==> config.mk <==
export PLATFORM = sky130hd
export DESIGN_NAME = imem_fetch_ctrl
export DESIGN_NICKNAME = d
export VERILOG_FILES = /design/src/rtl/imem_fetch_ctrl.sv
export SDC_FILE = /design/constraint.sdc
export NUM_CORES = 1
export LEC_CHECK = 0
export CORE_MARGIN = 4
export CORE_UTILIZATION = 55
export CTS_BUF_LIST = sky130_fd_sc_hd__clkbuf_16
export DETAILED_ROUTE_END_ITERATION = 16
export DONT_BUFFER_PORTS = 1
export HOLD_SLACK_MARGIN = 0.02
export PLACE_DENSITY = 0.7
export SLEW_MARGIN = 10
export SYNTH_ARGS = -nofsm -noshare
export SYNTH_HDL_FRONTEND = slang
export SYNTH_SLANG_ARGS = --single-unit
==> constraint.sdc <==
create_clock -name clk -period 2.4 [get_ports clk]
set_input_delay 0.36 -clock clk [delete_from_list [all_inputs] [get_ports clk]]
set_output_delay 0.36 -clock clk [all_outputs]
set_load 0.005 [all_outputs]
==> src/rtl/imem_fetch_ctrl.sv <==
// Purpose : instruction-fetch controller; owns the instruction memory address port,
//           sequences the PC, loads IF/ID and shares the port with a debug reader.
// Latency : fetch data lands in IF/ID one edge after the PC is driven; debug data one edge after grant.
// Backpr. : stall freezes PC and IF/ID; a debug request waits for a stall or a forced slot.
//
// Ports:
//   clk, reset_n                          - clock (rising edge), async active-low reset
//   mem_address / mem_instruction         - combinational-read instruction memory port
//   stall, redirect, redirect_pc          - hazard hold and taken branch/jump target
//   ifid_instruction, ifid_pc4, ifid_valid - IF/ID pipeline register
//   pc                                    - current fetch PC
//   dbg_req, dbg_addr, dbg_gnt            - debug read request / same-cycle grant
//   dbg_data, dbg_valid                   - registered debug read data, one-cycle valid
//   fetch_fault                           - sticky out-of-range fetch flag
// Optional feature macro: IMEM_BOUNDS_CHECK_EN (fetch/debug range checking, fetch_fault).
module imem_fetch_ctrl #(
    parameter logic [31:0] RESET_PC     = 32'h0000_0000,
    parameter int          IMEM_WORDS   = 1024,
    parameter int          DBG_WAIT_MAX = 4
) (
    input  logic        clk,
    input  logic        reset_n,
    output logic [31:0] mem_address,
    input  logic [31:0] mem_instruction,
    input  logic        stall,
    input  logic        redirect,
    input  logic [31:0] redirect_pc,
    output logic [31:0] ifid_instruction,
    output logic [31:0] ifid_pc4,
    output logic        ifid_valid,
    output logic [31:0] pc,
    input  logic        dbg_req,
    input  logic [31:0] dbg_addr,
    output logic        dbg_gnt,
    output logic [31:0] dbg_data,
    output logic        dbg_valid,
    output logic        fetch_fault
);

`ifdef IMEM_BOUNDS_CHECK_EN
    localparam bit BOUNDS_EN = 1'b1;
`else
    localparam bit BOUNDS_EN = 1'b0;
`endif

    localparam int          CW          = (DBG_WAIT_MAX < 1) ? 1 : $clog2(DBG_WAIT_MAX + 1);
    localparam logic [CW-1:0] STARVE_MAX = CW'(DBG_WAIT_MAX);
    localparam logic [32:0] IMEM_BYTES  = 33'(IMEM_WORDS) << 2;
    localparam logic [31:0] RESET_PC_AL = {RESET_PC[31:2], 2'b00};

    typedef enum logic {BOOT, RUN} state_t;

    state_t        state, state_nxt;
    logic [31:0]   pc_q, pc_nxt;
    logic [31:0]   ifid_instr_q, ifid_instr_nxt;
    logic [31:0]   ifid_pc4_q, ifid_pc4_nxt;
    logic          ifid_vld_q, ifid_vld_nxt;
    logic [31:0]   dbg_dat_q, dbg_dat_nxt;
    logic          dbg_vld_q, dbg_vld_nxt;
    logic          fault_q, fault_nxt;
    logic [CW-1:0] starve_cnt, starve_nxt;
    logic [31:0]   dbg_addr_al;
    logic          fetch_oob;
    logic          dbg_oob;

    // Byte-offset bits of the incoming addresses are discarded by design.
    logic unused_addr_lsbs;
    assign unused_addr_lsbs = ^{dbg_addr[1:0], redirect_pc[1:0]};

    assign dbg_addr_al = {dbg_addr[31:2], 2'b00};
    // Range checks collapse to 0 when the feature is compiled out, so the
    // memory simply aliases modulo its depth.
    assign fetch_oob   = BOUNDS_EN && ({1'b0, pc_q} >= IMEM_BYTES);
    assign dbg_oob     = BOUNDS_EN && ({1'b0, dbg_addr_al} >= IMEM_BYTES);

    always_ff @(posedge clk or negedge reset_n) begin
        if (!reset_n) begin
            state        <= BOOT;
            pc_q         <= RESET_PC_AL;
            ifid_instr_q <= '0;
            ifid_pc4_q   <= '0;
            ifid_vld_q   <= 1'b0;
            dbg_dat_q    <= '0;
            dbg_vld_q    <= 1'b0;
            fault_q      <= 1'b0;
            starve_cnt   <= '0;
        end else begin
            state        <= state_nxt;
            pc_q         <= pc_nxt;
            ifid_instr_q <= ifid_instr_nxt;
            ifid_pc4_q   <= ifid_pc4_nxt;
            ifid_vld_q   <= ifid_vld_nxt;
            dbg_dat_q    <= dbg_dat_nxt;
            dbg_vld_q    <= dbg_vld_nxt;
            fault_q      <= fault_nxt;
            starve_cnt   <= starve_nxt;
        end
    end

    always_comb begin
        state_nxt      = state;
        pc_nxt         = pc_q;
        ifid_instr_nxt = ifid_instr_q;
        ifid_pc4_nxt   = ifid_pc4_q;
        ifid_vld_nxt   = ifid_vld_q;
        dbg_dat_nxt    = dbg_dat_q;
        dbg_vld_nxt    = 1'b0;
        fault_nxt      = fault_q;
        starve_nxt     = starve_cnt;
        dbg_gnt        = 1'b0;
        mem_address    = RESET_PC_AL;

        if (state == BOOT) begin
            // Single settling cycle: memory sees the reset PC, nothing is captured.
            state_nxt = RUN;
        end else begin
            // Debug gets the port for free while fetch is stalled, or is forced
            // in once it has been denied DBG_WAIT_MAX cycles in a row.
            dbg_gnt     = dbg_req && (stall || (starve_cnt == STARVE_MAX));
            mem_address = dbg_gnt ? dbg_addr_al : pc_q;

            if (dbg_gnt) begin
                dbg_vld_nxt = 1'b1;
                dbg_dat_nxt = dbg_oob ? 32'h0 : mem_instruction;
            end

            if (!dbg_req || dbg_gnt) begin
                starve_nxt = '0;
            end else if (starve_cnt != STARVE_MAX) begin
                starve_nxt = starve_cnt + 1'b1;
            end

            if (redirect) begin
                // Flush wins over stall and fetch; a same-cycle debug read still completes.
                pc_nxt         = {redirect_pc[31:2], 2'b00};
                ifid_instr_nxt = '0;
                ifid_pc4_nxt   = '0;
                ifid_vld_nxt   = 1'b0;
            end else if (dbg_gnt && !stall) begin
                // Forced debug slot stole the fetch: hold PC, present a bubble.
                ifid_vld_nxt = 1'b0;
            end else if (stall) begin
                // Hold everything.
            end else begin
                ifid_pc4_nxt = pc_q + 32'd4;
                pc_nxt       = pc_q + 32'd4;
                if (fetch_oob) begin
                    ifid_instr_nxt = '0;
                    ifid_vld_nxt   = 1'b0;
                    fault_nxt      = 1'b1;
                end else begin
                    ifid_instr_nxt = mem_instruction;
                    ifid_vld_nxt   = 1'b1;
                end
            end
        end
    end

    assign pc               = pc_q;
    assign ifid_instruction = ifid_instr_q;
    assign ifid_pc4         = ifid_pc4_q;
    assign ifid_valid       = ifid_vld_q;
    assign dbg_data         = dbg_dat_q;
    assign dbg_valid        = dbg_vld_q;
    assign fetch_fault      = fault_q;

endmodule

==> impl_metrics.py <==
metrics = {
    "status": {
        "status": "complete, but fails checks",
        "violations": "hold timing",
    },
    "cells_and_area": {
        "multiInputGateArea_um2": 2980,
        "seq_area_um2": 3280,
        "finalNetCount": 835,
        "final_cell_mix": "nand2_1, dfrtp_1, nand3_1",
        "antenna_cells": 0,
        "fill_cells": 928,
        "drive_gt1_share_pct": 19.0,
        "area_growth_pct": 16.3,
        "final_common_cell": "nand2_1",
        "final_cell_count_no_fill": 887,
        "finish.utilization_pct": 65.8,
    },
    "logic_synthesis": {
        "yosys.area.top_type": "dfrtp_1",
        "synth_area_leaders": "dfrtp_1, nand2_1, mux2_2",
        "yosys.area.top_type_share_pct": 50.5,
        "synth-seq-area-share_pct": 50.5,
        "yosysUniqueCellTypes": 51,
        "synth_fa_ha_area_share_pct": 0.578,
        "synth_compound_area_share_pct": 11.9,
        "synth_top_family_by_area": "simple AND/OR/NAND/NOR gates",
        "yosys.area_share.simple_pct": 21.9,
        "netlist_area_um2": 6490,
        "synth.avg_cell_area_um2": 8.99,
        "yosysWarnings": 0,
        "synth_xor_area_share_pct": 3.91,
        "synth_edf_count": 0,
        "syn_inst": 722,
        "synth-seq-cells": 131,
        "synth_mux_area_share_pct": 5.88,
        "synthArstFlopShare_pct": 100,
        "synth_ff_type": "dfrtp_1",
    },
    "timing": {
        "finalHoldViolations": 131,
        "skew_ns": 0.00760,
        "drv_slew": 0,
        "worstMarginPinSlew_ns": 0.880,
        "holdWs_ns": -0.358,
        "layout_min_cycle_time_ns": 2.32,
        "slew-limit-headroom_pct": 41.1,
        "period_share_pct": 96.7,
        "finalSetupViolations": 0,
        "fmax_ghz": 0.431,
    },
    "power": {
        "cellInternalPower_w": 0.00473,
        "pwr-share-comb_pct": 13.5,
        "p_total_w": 0.00654,
        "p_sw_share_pct": 27.6,
        "p_leak_nw": 3.34,
        "peakVddDrop_mv": 0.540,
        "p_seq_share_pct": 43.5,
        "power.share.clock_pct": 43.0,
        "power_density_nw_per_um2": 866,
        "switching_power_w": 0.00180,
    },
    "worst_setup_path": {
        "crit_family": "buffers and inverters",
        "crit_slowest_cell": "dfrtp_1",
        "max_stage_delay_ns": 0.38,
        "cp_max_fo": 17,
        "path_class": "reg -> out",
        "reg2reg_slack_ns": 0.26,
        "required_ns": 2.04,
        "start_kind": "flip-flop",
        "path_cells": "inv_1 -> ha_2 -> a21oi_2 -> buf_4 -> nor2b_4 -> buf_12 -> nand2_2 -> buf_12 -> inv_1",
        "worstSetupEndpointType": "output port",
        "arrival_ns": 1.96,
        "path_buf_inv": 5,
    },
    "routing": {
        "drtPass1Iterations": 5,
        "via_per_inst": 6.09,
        "remaining_drc_errors": 0,
        "wirelength_um": 19400,
        "num_vias": 5403,
        "drt.antenna.violating_nets": 0,
        "routedWlPerCell_um": 21.9,
        "drt_iter0_markers": 435,
    },
    "grt": {
        "grt_pass1_vias": 5421,
        "track_usage_pct": 27.6,
        "antenna_found_initial": 0,
        "overflow": 0,
        "grt_max_degree": 132,
        "grt_pass1_wl_um": 28700,
    },
    "clocking": {
        "cts.sinks": 131,
        "htreeDepth": 4,
        "clockBufferDepth": 2,
        "cts_root_buffer": "clkbuf_16",
        "worst_skew_pair.late_latency_ns": 0.41,
        "clk_pin_slew_ns": 0.05,
        "cts_tree": "yes",
        "cts_buffers": 17,
    },
    "placed_design": {
        "dp_cells": 851,
        "finalWeightedCongestion": 0.886,
        "port_buffers": 0,
        "dp_hpwl_um": 13500,
    },
    "floorplan": {
        "die-area_um2": 13600,
        "start_util_pct": 56.6,
        "io_pins": 265,
        "die_x_um": 117,
        "core_area_um2": 11500,
        "chipHeight_um": 117,
        "num_rows": 39,
    },
    "min_path": {
        "hp-class": "in -> async",
    },
    "job": {
        "maxCapViolations": 0,
    },
}
synth_stat cells (2+ instances only):
cell,number
a21oi_1,45
and2_1,2
a22o_1,2
nand3_1,54
conb_1,2
nand2_1,184
o21ai_0,51
buf_4,7
and4_1,2
nor2_1,22
o211ai_1,4
a22oi_1,8
dfrtp_1,131
or3_1,4
o31ai_1,2
inv_1,8
xor2_1,15
buf_2,4
clkbuf_1,42
buf_1,6
o311ai_0,5
and3_1,5
nor4_2,2
mux2_2,33
a31oi_1,7
a41oi_1,2
nand4_1,13
ha_1,3
o22ai_1,4
nor3_1,10
nor4_1,9
buf_6,2
xnor2_1,14
through the flow:
stage / cell area [um^2] / worst slack, ns / setup TNS (ns)
floorplan: 6510 / 0.270 / 0
global placement: 6740 / 0.339 / 0
detailed placement: 6740 / 0.291 / 0
CTS: 7400 / 0.0256 / 0
global route: 7550 / -0.0197 / -0.0243
finish: 7550 / 0.0785 / 0
registers in the layout, indices dropped and copies added (netlist names):
name	flops
dbg_data	32
ifid_instruction	32
pc	30
dbg_valid	1
ifid_valid	1
starve_cnt	3
ifid_pc4	31
state	1
layer usage:
layer	track usage, %	routed length, um	up-vias
met3	11.1	2290	34
met1	32.8	7090	2588
met4	10.5	429	0
met2	45.3	9600	291
li1	-	-	2490
met5	0	0	-
path summary, 6_finish.rpt:
path | cells after the start | from | end
setup / recovery | 9 | starve_cnt[0] | dbg_gnt
hold / removal | 0 | reset_n | pc[19]
setup reg to reg | 6 | pc[3] | pc[22]
hold reg to reg | 2 | ifid_instruction[3] | ifid_instruction[3]
max in group asynchronous | 0 | reset_n | ifid_pc4[24]
min in group clk | 1 | redirect | ifid_valid
final cells by class:
| type | count | area share, % |
|---|---|---|
| well taps | 143 | 2.37 |
| repair buffers | 48 | 5.87 |
| clock inverters | 15 | 2.82 |
| inverters | 9 | 0.447 |
| clock buffers | 17 | 5.63 |
| multi-input cells | 524 | 39.4 |
| flip-flops and latches | 131 | 43.4 |
worst register-to-register path, stage by stage (launching register included):
cell     delay [ns]
dfrtp_1        0.35
ha_1           0.29
and4_1         0.29
nand2_2        0.06
or4_4          0.55
or4_1          0.43
nand3_1        0.10
cell families after synthesis:
kind of cell	count (synthesis)
simple gates	317
fa+ha+maj	3
compound gates	135
flops	131
other cells	2
xor+xnor	29
buf+inv	71
mux	34
power groups by stage:
stage / Sequential [W] / Clock (W) / Combinational, W
4_1_cts: 0.00284 / 0.00283 / 0.000842
5_1_grt: 0.00288 / 0.00294 / 0.000983
3_3_place_gp: 0.00286 / 0 / 0.000800
2_1_floorplan: 0.00276 / 0 / 0.000657
3_5_place_dp: 0.00287 / 0 / 0.000832
6_report: 0.00284 / 0.00281 / 0.000883
repair_timing:
action                                  CTS  global route
hold endpoints to repair                131           131
gates cloned                              1             2
resized for setup                         4            23
endpoints found under the setup margin    6            31
setup buffers                             0             1
Power figures use the tool's default switching activity.
